[src/rtl/mips_ctrl_pkg.sv]
// Shared encodings for the multicycle MIPS main controller.
// Holds the state, opcode, funct, ALUOp/ALUControl and datapath select codes.
// Purely declarative; no logic.
package mips_ctrl_pkg;

  localparam int OPCODE_W  = 6;
  localparam int FUNCT_W   = 6;
  localparam int ALUCTRL_W = 3;

  typedef enum logic [3:0] {
    S_FETCH    = 4'd0,
    S_DECODE   = 4'd1,
    S_MEMADR   = 4'd2,
    S_MEMRD    = 4'd3,
    S_MEMWB    = 4'd4,
    S_MEMWR    = 4'd5,
    S_EXECUTE  = 4'd6,
    S_ALUWB    = 4'd7,
    S_BRANCH   = 4'd8,
    S_ADDIEXEC = 4'd9,
    S_ADDIWB   = 4'd10,
    S_JUMP     = 4'd11,
    S_TRAP     = 4'd12
  } state_e;

  // Opcodes (Instr[31:26])
  localparam logic [5:0] OP_RTYPE = 6'b000000;
  localparam logic [5:0] OP_LW    = 6'b100011;
  localparam logic [5:0] OP_SW    = 6'b101011;
  localparam logic [5:0] OP_BEQ   = 6'b000100;
  localparam logic [5:0] OP_ADDI  = 6'b001000;
  localparam logic [5:0] OP_J     = 6'b000010;

  // R-type funct codes (Instr[5:0])
  localparam logic [5:0] FN_ADD = 6'b100000;
  localparam logic [5:0] FN_SUB = 6'b100010;
  localparam logic [5:0] FN_AND = 6'b100100;
  localparam logic [5:0] FN_OR  = 6'b100101;
  localparam logic [5:0] FN_SLT = 6'b101010;

  // ALUOp from the FSM to the ALU decoder
  localparam logic [1:0] ALUOP_ADD   = 2'b00;
  localparam logic [1:0] ALUOP_SUB   = 2'b01;
  localparam logic [1:0] ALUOP_FUNCT = 2'b10;

  // ALUControl codes
  localparam logic [2:0] ALUCTL_AND = 3'b000;
  localparam logic [2:0] ALUCTL_OR  = 3'b001;
  localparam logic [2:0] ALUCTL_ADD = 3'b010;
  localparam logic [2:0] ALUCTL_SUB = 3'b110;
  localparam logic [2:0] ALUCTL_SLT = 3'b111;

  // ALU B operand select
  localparam logic [1:0] SRCB_B      = 2'b00;
  localparam logic [1:0] SRCB_FOUR   = 2'b01;
  localparam logic [1:0] SRCB_IMM    = 2'b10;
  localparam logic [1:0] SRCB_IMM_SH = 2'b11;

  // Next-PC select
  localparam logic [1:0] PCSRC_ALURES = 2'b00;
  localparam logic [1:0] PCSRC_ALUOUT = 2'b01;
  localparam logic [1:0] PCSRC_JUMP   = 2'b10;

endpackage

[src/rtl/mips_main_control_fsm_if.sv]
// Controller <-> datapath bundle: instruction fields in, mux selects/enables out.
// No latency of its own; plain wires.
// No backpressure; the controller owns the master side.
interface mips_main_control_fsm_if #(
  parameter int OPCODE_W  = 6,
  parameter int FUNCT_W   = 6,
  parameter int ALUCTRL_W = 3
);
  logic [OPCODE_W-1:0]  Op;
  logic [FUNCT_W-1:0]   Funct;
  logic                 IorD;
  logic                 MemWrite;
  logic                 IRWrite;
  logic                 RegDst;
  logic                 MemtoReg;
  logic                 RegWrite;
  logic                 ALUSrcA;
  logic [1:0]           ALUSrcB;
  logic [ALUCTRL_W-1:0] ALUControl;
  logic [1:0]           PCSrc;
  logic                 PCWrite;
  logic                 Branch;
  logic                 IllegalOp;

  modport master (
    input  Op, Funct,
    output IorD, MemWrite, IRWrite, RegDst, MemtoReg, RegWrite, ALUSrcA,
           ALUSrcB, ALUControl, PCSrc, PCWrite, Branch, IllegalOp
  );

  modport slave (
    output Op, Funct,
    input  IorD, MemWrite, IRWrite, RegDst, MemtoReg, RegWrite, ALUSrcA,
           ALUSrcB, ALUControl, PCSrc, PCWrite, Branch, IllegalOp
  );
endinterface

[src/rtl/mips_alu_decoder.sv]
// ALU decoder: (ALUOp, Funct) -> ALUControl.
// Combinational, zero latency.
// No backpressure.
module mips_alu_decoder
  import mips_ctrl_pkg::*;
#(
  parameter int FUNCT_W   = 6,
  parameter int ALUCTRL_W = 3
) (
  input  logic [1:0]           alu_op_i,
  input  logic [FUNCT_W-1:0]   funct_i,
  output logic [ALUCTRL_W-1:0] alu_control_o
);

  // Fixed add/sub for address and compare; R-type defers to funct, unknown funct adds.
  always_comb begin
    alu_control_o = ALUCTL_ADD;
    case (alu_op_i)
      ALUOP_SUB:   alu_control_o = ALUCTL_SUB;
      ALUOP_FUNCT: begin
        case (funct_i)
          FN_ADD:  alu_control_o = ALUCTL_ADD;
          FN_SUB:  alu_control_o = ALUCTL_SUB;
          FN_AND:  alu_control_o = ALUCTL_AND;
          FN_OR:   alu_control_o = ALUCTL_OR;
          FN_SLT:  alu_control_o = ALUCTL_SLT;
          default: alu_control_o = ALUCTL_ADD;
        endcase
      end
      default:     alu_control_o = ALUCTL_ADD;
    endcase
  end

endmodule

[src/rtl/mips_main_control_fsm.sv]
// Multicycle MIPS main controller (Moore FSM + ALU decoder); optional MAIN_CTRL_ILLEGAL_TRAP_EN traps unknown opcodes.
// Outputs decode from state only; lw 5 cycles, sw/R/addi 4, beq/j 3, unknown op 2 (or trap).
// No backpressure; reset forces all write enables low and the FSM to FETCH.
module mips_main_control_fsm
  import mips_ctrl_pkg::*;
#(
  parameter int OPCODE_W  = 6,
  parameter int FUNCT_W   = 6,
  parameter int ALUCTRL_W = 3
) (
  input  logic                      clk,
  input  logic                      reset,
  mips_main_control_fsm_if.master   bus
);

  state_e               state_q, state_d;
  state_e               dec_state;
  logic [OPCODE_W-1:0]  op;
  logic [1:0]           alu_op;
  logic [ALUCTRL_W-1:0] alu_ctl;
  logic                 iord, mem_write, ir_write, reg_dst, memto_reg, reg_write;
  logic                 alu_src_a, pc_write, branch;
  logic [1:0]           alu_src_b, pc_src;

  assign op = bus.Op;

  // State register with synchronous reset to FETCH.
  always_ff @(posedge clk) begin
    if (reset) state_q <= S_FETCH;
    else       state_q <= state_d;
  end

  // Next state; the IR holds Op stable from DECODE through MEMADR.
  always_comb begin
    state_d = S_FETCH;
    case (state_q)
      S_FETCH:  state_d = S_DECODE;
      S_DECODE: begin
        case (op)
          OP_LW, OP_SW: state_d = S_MEMADR;
          OP_RTYPE:     state_d = S_EXECUTE;
          OP_BEQ:       state_d = S_BRANCH;
          OP_ADDI:      state_d = S_ADDIEXEC;
          OP_J:         state_d = S_JUMP;
`ifdef MAIN_CTRL_ILLEGAL_TRAP_EN
          default:      state_d = S_TRAP;
`else
          default:      state_d = S_FETCH;
`endif
        endcase
      end
      S_MEMADR:   state_d = (op == OP_LW) ? S_MEMRD : S_MEMWR;
      S_MEMRD:    state_d = S_MEMWB;
      S_EXECUTE:  state_d = S_ALUWB;
      S_ADDIEXEC: state_d = S_ADDIWB;
`ifdef MAIN_CTRL_ILLEGAL_TRAP_EN
      S_TRAP:     state_d = S_TRAP;
`endif
      default:    state_d = S_FETCH;
    endcase
  end

  // While in reset, non-enable outputs show their FETCH values.
  assign dec_state = reset ? S_FETCH : state_q;

  // Moore output decode; anything not named for a state stays 0.
  always_comb begin
    iord      = 1'b0;
    mem_write = 1'b0;
    ir_write  = 1'b0;
    reg_dst   = 1'b0;
    memto_reg = 1'b0;
    reg_write = 1'b0;
    alu_src_a = 1'b0;
    alu_src_b = SRCB_B;
    alu_op    = ALUOP_ADD;
    pc_src    = PCSRC_ALURES;
    pc_write  = 1'b0;
    branch    = 1'b0;
    case (dec_state)
      S_FETCH:    begin ir_write = 1'b1; alu_src_b = SRCB_FOUR; pc_write = 1'b1; end
      S_DECODE:   alu_src_b = SRCB_IMM_SH;
      S_MEMADR:   begin alu_src_a = 1'b1; alu_src_b = SRCB_IMM; end
      S_MEMRD:    iord = 1'b1;
      S_MEMWB:    begin reg_write = 1'b1; memto_reg = 1'b1; end
      S_MEMWR:    begin iord = 1'b1; mem_write = 1'b1; end
      S_EXECUTE:  begin alu_src_a = 1'b1; alu_op = ALUOP_FUNCT; end
      S_ALUWB:    begin reg_dst = 1'b1; reg_write = 1'b1; end
      S_BRANCH:   begin alu_src_a = 1'b1; alu_op = ALUOP_SUB; pc_src = PCSRC_ALUOUT; branch = 1'b1; end
      S_ADDIEXEC: begin alu_src_a = 1'b1; alu_src_b = SRCB_IMM; end
      S_ADDIWB:   reg_write = 1'b1;
      S_JUMP:     begin pc_src = PCSRC_JUMP; pc_write = 1'b1; end
      default:    ;
    endcase
  end

  mips_alu_decoder #(
    .FUNCT_W   (FUNCT_W),
    .ALUCTRL_W (ALUCTRL_W)
  ) u_alu_dec (
    .alu_op_i      (alu_op),
    .funct_i       (bus.Funct),
    .alu_control_o (alu_ctl)
  );

  assign bus.IorD       = iord;
  assign bus.RegDst     = reg_dst;
  assign bus.MemtoReg   = memto_reg;
  assign bus.ALUSrcA    = alu_src_a;
  assign bus.ALUSrcB    = alu_src_b;
  assign bus.ALUControl = alu_ctl;
  assign bus.PCSrc      = pc_src;
  assign bus.MemWrite   = mem_write & ~reset;
  assign bus.IRWrite    = ir_write  & ~reset;
  assign bus.RegWrite   = reg_write & ~reset;
  assign bus.PCWrite    = pc_write  & ~reset;
  assign bus.Branch     = branch    & ~reset;
`ifdef MAIN_CTRL_ILLEGAL_TRAP_EN
  assign bus.IllegalOp  = (state_q == S_TRAP) & ~reset;
`else
  assign bus.IllegalOp  = 1'b0;
`endif

endmodule

[src/flat_wrapper.sv]
// flat-port wrapper written by rule: the top's interface ports become plain ports
module mips_main_control_fsm_flat import mips_ctrl_pkg::*;
#(
  parameter int OPCODE_W  = 6,
  parameter int FUNCT_W   = 6,
  parameter int ALUCTRL_W = 3
)
  (clk, reset, bus_Op, bus_Funct, bus_IorD, bus_MemWrite, bus_IRWrite, bus_RegDst, bus_MemtoReg, bus_RegWrite, bus_ALUSrcA, bus_ALUSrcB, bus_ALUControl, bus_PCSrc, bus_PCWrite, bus_Branch, bus_IllegalOp);
  mips_main_control_fsm_if #(.OPCODE_W(OPCODE_W), .FUNCT_W(FUNCT_W), .ALUCTRL_W(ALUCTRL_W)) bus_i ();
  input  logic clk;
  input  logic reset;
  input wire logic [$bits(bus_i.Op)-1:0] bus_Op;
  input wire logic [$bits(bus_i.Funct)-1:0] bus_Funct;
  output wire logic [$bits(bus_i.IorD)-1:0] bus_IorD;
  output wire logic [$bits(bus_i.MemWrite)-1:0] bus_MemWrite;
  output wire logic [$bits(bus_i.IRWrite)-1:0] bus_IRWrite;
  output wire logic [$bits(bus_i.RegDst)-1:0] bus_RegDst;
  output wire logic [$bits(bus_i.MemtoReg)-1:0] bus_MemtoReg;
  output wire logic [$bits(bus_i.RegWrite)-1:0] bus_RegWrite;
  output wire logic [$bits(bus_i.ALUSrcA)-1:0] bus_ALUSrcA;
  output wire logic [$bits(bus_i.ALUSrcB)-1:0] bus_ALUSrcB;
  output wire logic [$bits(bus_i.ALUControl)-1:0] bus_ALUControl;
  output wire logic [$bits(bus_i.PCSrc)-1:0] bus_PCSrc;
  output wire logic [$bits(bus_i.PCWrite)-1:0] bus_PCWrite;
  output wire logic [$bits(bus_i.Branch)-1:0] bus_Branch;
  output wire logic [$bits(bus_i.IllegalOp)-1:0] bus_IllegalOp;
  assign bus_i.Op = bus_Op;
  assign bus_i.Funct = bus_Funct;
  assign bus_IorD = bus_i.IorD;
  assign bus_MemWrite = bus_i.MemWrite;
  assign bus_IRWrite = bus_i.IRWrite;
  assign bus_RegDst = bus_i.RegDst;
  assign bus_MemtoReg = bus_i.MemtoReg;
  assign bus_RegWrite = bus_i.RegWrite;
  assign bus_ALUSrcA = bus_i.ALUSrcA;
  assign bus_ALUSrcB = bus_i.ALUSrcB;
  assign bus_ALUControl = bus_i.ALUControl;
  assign bus_PCSrc = bus_i.PCSrc;
  assign bus_PCWrite = bus_i.PCWrite;
  assign bus_Branch = bus_i.Branch;
  assign bus_IllegalOp = bus_i.IllegalOp;
  mips_main_control_fsm #(.OPCODE_W(OPCODE_W), .FUNCT_W(FUNCT_W), .ALUCTRL_W(ALUCTRL_W)) u_core (.clk(clk), .reset(reset), .bus(bus_i));
endmodule
[config.mk]
export PLATFORM = sky130hd
export DESIGN_NAME = mips_main_control_fsm_flat
export DESIGN_NICKNAME = d
export VERILOG_FILES = /design/src/rtl/mips_ctrl_pkg.sv /design/src/rtl/mips_main_control_fsm_if.sv /design/src/rtl/mips_alu_decoder.sv /design/src/rtl/mips_main_control_fsm.sv /design/src/flat_wrapper.sv
export SDC_FILE = /design/constraint.sdc
export NUM_CORES = 1
export LEC_CHECK = 0
export BUFFER_PORTS_ARGS = -buffer_cell sky130_fd_sc_hd__buf_2
export CORE_AREA = 2 2 39 41
export CTS_BUF_LIST = sky130_fd_sc_hd__clkbuf_4 sky130_fd_sc_hd__clkbuf_8
export DETAILED_ROUTE_END_ITERATION = 8
export DIE_AREA = 0 0 41 43
export PLACE_DENSITY = 0.88
export SLEW_MARGIN = 5
export SYNTH_ARGS = -nofsm -noshare
export SYNTH_HDL_FRONTEND = slang
export SYNTH_HIERARCHICAL = 1
export SYNTH_SLANG_ARGS = --single-unit
[constraint.sdc]
create_clock -name clk -period 4.4 [get_ports clk]
set_input_delay 0.22 -clock clk [delete_from_list [all_inputs] [get_ports clk]]
set_output_delay 0.22 -clock clk [all_outputs]
set_load 0.05 [all_outputs]
Word-level counts from Yosys, hierarchy flattened
Cells that the tools add are included.

Bits in registers: 4. Input bits: 14. Output and inout bits: 17. Logic and storage cells: 61.

Eq/ne operators: 27. Mux-type cells: 18. Bitwise operators: 6. Reduce and logical (&&, ||, !) cells: 9.

Operator list (number): 6-bit equality test, second input constant (6); 4-bit one-hot mux with 6 select lines (1); 4-bit by 3-bit equality test with 1-bit output, second input constant (5); 4-bit equality test, second input constant (5); 4-bit one-hot mux with 5 select lines (1); 4-bit by 2-bit equality test with 1-bit output, second input constant (4); 3-bit one-hot mux with 4 select lines (1); 1-bit 2-to-1 mux (9); 4-bit by 1-bit equality test with 1-bit output, second input constant (2); 4-bit zero test (2); 2-bit one-hot mux with 2 select lines (2); 2-bit OR reduction (4); 6-bit by 2-bit equality test with 1-bit output, second input constant (1); 6-bit by 3-bit equality test with 1-bit output, second input constant (1); 6-bit by 4-bit equality test with 1-bit output, second input constant (1); 6-bit zero test (1); 2-bit one-hot mux with 3 select lines (1); 3-bit one-hot mux with 2 select lines (1); 1-bit AND (5); 4-bit 2-to-1 mux (1); 4-bit OR reduction (1); 3-bit 2-to-1 mux (1); 3-bit OR reduction (1); 2-bit by 1-bit equality test with 1-bit output, second input constant (1); other kinds (2) (2).

Longest topological paths before layout
Gate-level depths: netlist of the first run.

Depth after elaboration: 5. Mapped depth: 7. Gate-level depth less buffers: 7.

By module
Netlist of the first run, hierarchy kept.

Modules (own cells, without submodules): mips_main_control_fsm (times used 1, cells an instance 70, area an instance 501.7 um^2); mips_alu_decoder (times used 1, cells an instance 15, area an instance 118.9 um^2).

Least setup slack after synthesis of the first run
No wires, ideal clock.

Kind: register -> output. Start: register u_core.state_q[3]. End: output bus_ALUControl[2]. Arrival time: 2.394 ns. Required time: 4.180 ns. Slack: 1.786 ns. Stages on the path, launching flop included: 7. Cell sequence: dfxtp_1 -> nor2b_1 -> nor4b_1 -> inv_1 -> ha_1 -> nand4bb_1 -> o22ai_1.

Cells in the longest elaborated chain, start to end: 5. Elaborated cells on any way between the ends: 7. Those cells by class: eq/ne (4); mux (3).

RTL lines: from (decl) (RTL line mips_main_control_fsm.sv:16) `state_e state_q, state_d;`; from (signal assigned) (RTL line mips_main_control_fsm.sv:30) `else state_q <= state_d;`; 4-bit 2-to-1 mux (*) (RTL line mips_main_control_fsm.sv:64) `assign dec_state = reset ? S_FETCH : state_q;`; 4-bit equality test or 4-bit by 3-bit equality test with 1-bit output (tied branches) (RTL line mips_main_control_fsm.sv:80) `case (dec_state)`; 2-bit one-hot mux with 2 select lines (*) (RTL line mips_main_control_fsm.sv:80); net u_core.alu_op[0] (RTL line mips_main_control_fsm.sv:19) `logic [1:0] alu_op;`; 2-bit equality test or 2-bit by 1-bit equality test with 1-bit output (tied branches) (RTL line mips_alu_decoder.sv:18) `case (alu_op_i)`; 3-bit one-hot mux with 2 select lines (*) (RTL line mips_alu_decoder.sv:18); to (decl) (RTL line flat_wrapper.sv:22) `output wire logic [$bits(bus_i.ALUControl)-1:0] bus_ALUControl;`.

The timed path passes the listed nets; every way through them passes the cells marked *.

Worst setup path in the final report of the first run
Start: register u_core.state_q[2]. End: output bus_ALUControl[2].

The elaborated chain is that of the path after synthesis.

==> results of run 1 <==
cell usage in the layout (no fill, tap or decap), types with 3 or more instances in the layout:
master and count:
nor3_1 6, nand2_1 4, clkbuf_4 3, dfxtp_1 4, nor2b_1 3, nor4b_1 6
nand2b_1 4, a21oi_1 4, or3_1 6, buf_2 29, nor2_1 6, inv_1 5
kinds of logic (layout without fill, tap and decap cells):
logic type,after synthesis,after routing,synth area share (%)
and+or+nand+nor,46,46,47.4
AOI/OAI and AO/OA,17,17,22.2
buffers and inverters,12,37,8.67
DFF,4,4,12.9
xor gates and xnor gates,3,3,4.23
adders and majority gates,2,2,4.03
other,1,1,0.604
metal layers:
metal  vias to the layer above  wire (um)
met1                       334        646
met2                        25        818
li1                        371          -
met5                         -          0
met3                         0        125
met4                         0          0
worst max-delay path, delay by kind of cell, from the launching register on:
family / cells / cell delay, ns
simple gates: 3 / 0.92
flops: 1 / 0.46
buf+inv: 2 / 0.37
fa+ha+maj: 1 / 0.35
compound gates: 1 / 0.14
through the flow:
step | hold slack [ns] | instance area [um^2]
2_1_floorplan | 0.420 | 621
6_report | 0.321 | 773
3_3_place_gp | 0.536 | 751
4_1_cts | 0.317 | 773
3_5_place_dp | 0.555 | 751
5_1_grt | 0.354 | 773
power groups by stage:
stage	sequential (mW)	combinational (mW)	clock [mW]
floorplan	0.0384	0.0318	0
global placement	0.0419	0.0405	0
detailed placement	0.0421	0.0417	0
CTS	0.0415	0.0419	0.0445
global route	0.0422	0.0455	0.0462
finish	0.0417	0.0418	0.0432
path summary, 6_finish.rpt:
path,start,end,slack [ns]
worst max-delay path,u_core/state_q[2],bus_ALUControl[2],1.71
worst min-delay path,bus_Op[4],u_core/state_q[1],0.32
worst max register to register,u_core/state_q[1],u_core/state_q[0],2.87
worst min register to register,u_core/state_q[3],u_core/state_q[0],0.57
final cells by class:
class	count	area [um^2]	area share [%]
multi-input cells	69	487	62.9
flip-flops and latches	4	80.1	10.4
inverters	5	18.8	2.43
clock buffers	3	22.5	2.91
repair buffers	29	145	18.8
well taps	16	20.0	2.59
==> flow_metrics.py, run 1 <==
metrics = {
    "floorplanning": {
        "core_um2": 1380,
        "die_w_um": 41,
        "initial_core_util_pct": 44.8,
        "io_pins": 31,
        "dieArea_um2": 1760,
        "row_count": 14,
        "fp.dieH_um": 43,
    },
    "sta": {
        "period_needed_ns": 2.69,
        "max_slew.worst_pin.slew_ns": 0.680,
        "fmax_mhz": 372,
        "setup_slack_ns": 1.71,
        "slew_headroom_pct": 54.6,
        "finalHoldViolCount": 0,
        "fin_crit_sh_pct": 61.0,
        "fin_skew_ns": 0.00290,
        "rsz0062_at_grt": "false",
        "setup_viol_count_final": 0,
        "finalSetupTns_ns": 0,
        "finalMaxSlewViolations": 0,
    },
    "yosys": {
        "syn_area_per_cell_um2": 7.30,
        "synth_edf_count": 0,
        "synth_seq_cells": 4,
        "yosysSeqAreaShare_pct": 12.9,
        "yosys.area.top_type_share_pct": 12.9,
        "yosysWarnings": 6,
        "synth_top_flop_cell": "dfxtp_1",
        "ys_top_cells_by_count": "nor2_1, nor3_1, nor4b_1, or3_1, inv_1",
        "synth_area_leaders": "dfxtp_1, nor4b_1, or3_1",
        "mappedNetlistArea_um2": 621,
        "yosysTopAreaCell": "dfxtp_1",
        "synthCells": 85,
        "synth_nets": 101,
        "async_reset_ff_share_pct": 0,
        "ys_types": 37,
    },
    "final_layout": {
        "nNetsFinal": 128,
        "flow.area_growth_from_synthesis_pct": 24.6,
        "antenna_cells": 0,
        "largestRegisters": "u_core/state_q (4)",
        "drive_gt1_share_pct": 34.5,
        "layoutNonFillerInstCount": 126,
        "largest_register_ffs": 4,
        "regMostFlops": "u_core/state_q",
        "final_util_pct": 55.9,
        "fillerInstances": 136,
    },
    "power_and_ir_drop": {
        "switchingPower_mw": 0.0434,
        "combPwrFrac_pct": 33.0,
        "clkPwrFrac_pct": 34.1,
        "p_seq_share_pct": 32.9,
        "power_mw": 0.127,
        "p_per_area_nw_per_um2": 164,
        "vdd_drop_max_uv": 88.3,
        "p_leak_nw": 0.303,
        "switching_share_pct": 34.2,
        "internal_power_mw": 0.0833,
    },
    "clock_tree": {
        "htreeDepth": 1,
        "cts_tree": "yes",
        "cts_setup_buffers": 0,
        "post_cts_resized": 0,
        "hold_buffers": 0,
        "root_buffer": "clkbuf_4",
        "clkSinkCount": 4,
        "clock_latency_ns": 0.23,
        "clk_pin_slew_ns": 0.04,
        "cts-buffers-inserted": 3,
        "clock_path_buffers": 2,
    },
    "global_routing": {
        "grt_max_degree": 23,
        "grt.busiest_layer": "met2",
        "grt_pass1_vias": 553,
        "use_met1_pct": 19.9,
        "grt_pass1_wl_um": 2270,
        "antenna_found_initial": 0,
        "gr-usage-met3_pct": 4.19,
        "track_usage_pct": 18.7,
        "overflow": 0,
        "grt_use_met2_pct": 32.5,
    },
    "worst_hold_path": {
        "hold_depth": 3,
        "hp-class": "in2reg",
    },
    "place": {
        "io_buffers": 29,
        "dp_cells": 123,
        "place.gp.congestion": 0.799,
        "hpwlAfterDp_um": 1240,
        "place_ws_ns": 1.99,
    },
    "flow_run": {
        "maxCapViolations": 0,
    },
    "critical_path": {
        "critical_path_class": "reg2out",
        "cpPeakStageDelay_ns": 0.46,
        "path_max_fanout": 16,
        "r2r_cells": 3,
        "crit_chain": "nor2b_1 > nor4b_1 > inv_1 > ha_1 > nand4bb_1 > o22ai_1 > buf_2",
        "required_ns": 4.18,
        "endpoint_kind": "output pin",
        "cp_data_arrival_time_ns": 2.47,
        "startpoint_type": "flop",
        "cpMaxStageDelayCell": "dfxtp_1",
    },
    "detailed_routing": {
        "antenna_left": 0,
        "wire_per_inst_um": 12.6,
        "dr.pass1.iters": 4,
        "drt_iter0_drc": 15,
        "num_vias": 730,
        "viasPerCell": 5.79,
        "detail_route.wirelength_um": 1590,
        "drc_errors": 0,
    },
    "outcome": {
        "status": "finished, final reports clean",
    },
}
Power figures use the tool's default switching activity.
==> inputs of run 2 (changes only) <==
--- a/config.mk
+++ b/config.mk
@@ -6,11 +6,11 @@
 export NUM_CORES = 1
 export LEC_CHECK = 0
 export BUFFER_PORTS_ARGS = -buffer_cell sky130_fd_sc_hd__buf_2
-export CORE_AREA = 2 2 39 41
+export CORE_MARGIN = 1.5
+export CORE_UTILIZATION = 42
 export CTS_BUF_LIST = sky130_fd_sc_hd__clkbuf_4 sky130_fd_sc_hd__clkbuf_8
 export DETAILED_ROUTE_END_ITERATION = 8
-export DIE_AREA = 0 0 41 43
-export PLACE_DENSITY = 0.88
+export PLACE_DENSITY = 0.84
 export SLEW_MARGIN = 5
 export SYNTH_ARGS = -nofsm -noshare
 export SYNTH_HDL_FRONTEND = slang
==> constraint.sdc (replaced) <==
create_clock -name clk -period 2.2 [get_ports clk]
set_input_delay 0.11 -clock clk [delete_from_list [all_inputs] [get_ports clk]]
set_output_delay 0.11 -clock clk [all_outputs]
set_load 0.05 [all_outputs]
==> flow_metrics.py, run 2 (synthesis gave the netlist of run 1 again) <==
metrics = {
    "detailed_routing": {
        "drt_iter0_drc": 24,
        "detail_route.wirelength_um": 2150,
        "num_vias": 796,
        "viasPerCell": 6.12,
        "drc_errors": 0,
        "antenna_left": 0,
        "wire_per_inst_um": 16.5,
        "dr.pass1.iters": 4,
    },
    "critical_path": {
        "endpoint_kind": "output pin",
        "startpoint_type": "flop",
        "cpPeakStageDelay_ns": 0.31,
        "cpMaxStageDelayCell": "dfxtp_1",
        "crit_chain": "nor2b_1 > nor4b_4 > inv_1 > ha_4 > nand4bb_4 > o22ai_2 > buf_6",
        "crit_buf_inv": 2,
        "cp_data_arrival_time_ns": 2.06,
        "critical_path_class": "reg2out",
        "required_ns": 2.09,
        "path_delay_family": "simple AND/OR/NAND/NOR gates",
        "path_max_fanout": 4,
    },
    "final_layout": {
        "flow.area_growth_from_synthesis_pct": 50.8,
        "final_cell_area_um2": 936,
        "final_cell_mix": "buf_2, or3_1, nor3_1, inv_1",
        "drive_gt1_share_pct": 49.6,
        "largestRegisters": "u_core/state_q (4)",
        "largest_register_ffs": 4,
        "nNetsFinal": 133,
        "antenna_cells": 0,
        "regMostFlops": "u_core/state_q",
        "fillerInstances": 112,
        "final_common_cell": "buf_2",
    },
    "clock_tree": {
        "hold_buffers": 0,
        "clkSinkCount": 4,
        "cts_tree": "yes",
        "cts_setup_buffers": 0,
        "clock_path_buffers": 2,
        "clock_latency_ns": 0.24,
        "htreeDepth": 1,
        "clk_pin_slew_ns": 0.04,
        "root_buffer": "clkbuf_4",
        "cts-buffers-inserted": 3,
    },
    "place": {
        "place.gp.congestion": 0.846,
        "io_buffers": 29,
        "hpwlAfterDp_um": 1480,
        "place_area_um2": 836,
    },
    "sta": {
        "setup_viol_count_final": 0,
        "fmax_mhz": 461,
        "period_needed_ns": 2.17,
        "finalSetupTns_ns": 0,
        "fin_skew_ns": 0.00547,
        "fin_crit_sh_pct": 98.7,
        "finalMaxSlewViolations": 0,
        "finalHoldViolCount": 0,
    },
    "power_and_ir_drop": {
        "switching_share_pct": 37.5,
        "internal_power_mw": 0.173,
        "p_per_area_nw_per_um2": 297,
        "vdd_drop_max_uv": 354,
        "clkPwrFrac_pct": 34.7,
        "p_seq_share_pct": 27.8,
        "switchingPower_mw": 0.104,
        "combPwrFrac_pct": 37.4,
        "power_mw": 0.278,
        "p_leak_nw": 0.353,
    },
    "floorplanning": {
        "fp.dieH_um": 41.4,
        "io_pins": 31,
        "initial_core_util_pct": 46.5,
        "row_count": 13,
        "core_um2": 1330,
        "die_w_um": 41.4,
        "dieArea_um2": 1720,
    },
    "global_routing": {
        "grt_use_met2_pct": 43.4,
        "grt_pass1_vias": 720,
        "grt.busiest_layer": "met2",
        "overflow": 0,
        "grt_pass1_wl_um": 3260,
        "grt_max_degree": 21,
        "antenna_found_initial": 0,
        "gr-usage-met3_pct": 5.65,
        "use_met1_pct": 28.4,
        "track_usage_pct": 24.6,
    },
    "outcome": {
        "status": "finished, final reports clean",
    },
    "flow_run": {
        "maxCapViolations": 0,
    },
    "worst_hold_path": {
        "hp-class": "in2reg",
    },
}
==> run 2: layout make-up <==
cell class	count	area [um^2]	share of cell area (%)
clock buffers	3	22.5	2.41
multi-input cells	69	597	63.8
flip-flops and latches	4	80.1	8.56
well taps	15	18.8	2.01
inverters	5	18.8	2.01
repair buffers	34	199	21.3
==> run 2: final timing paths <==
| kind | cells past startpoint | endpoint | slack (ns) | startpoint |
|---|---|---|---|---|
| worst max-delay path | 7 | bus_ALUControl[2] | 0.03 | u_core/state_q[3] |
| worst min register to register | 2 | u_core/state_q[0] | 0.56 | u_core/state_q[3] |
| worst min-delay path | 3 | u_core/state_q[1] | 0.19 | bus_Op[4] |
| worst max register to register | 4 | u_core/state_q[0] | 0.72 | u_core/state_q[1] |
==> run 2: repair_timing <==
action / 4_1_cts / 5_1_grt
gates resized for setup: 7 / 7
hold endpoints to repair: 0 / 0
setup endpoints to repair: 3 / 3
==> run 2: worst reg2reg max path: stages, from the launching register on <==
cell and delay, ns:
dfxtp_1 0.34, buf_4 0.22, or3_1 0.41, o32a_1 0.35, nor3_2 0.09
==> run 2: metrics by stage <==
step	cells	hold WS [ns]	worst slack (ns)	util, %
finish	130	0.191	0.0289	70.2
global route	130	0.213	-0.0267	70.2
global placement	127	0.441	0.155	62.7
floorplan	85	0.310	-0.0796	-
detailed placement	127	0.441	0.0715	62.7
CTS	130	0.183	0.0105	67.5
==> run 2: power groups by stage <==
stage / sequential [mW] / combinational, mW / clock, mW
floorplan: 0.0768 / 0.0669 / 0
global placement: 0.0771 / 0.0942 / 0
detailed placement: 0.0772 / 0.0982 / 0
CTS: 0.0771 / 0.102 / 0.0989
global route: 0.0773 / 0.110 / 0.107
finish: 0.0772 / 0.104 / 0.0964
==> run 2: layer usage <==
layer	up-vias	part of all wire [%]
met5	-	0
met4	0	1.4
met3	2	5.6
met2	36	52
met1	380	40
li1	378	-
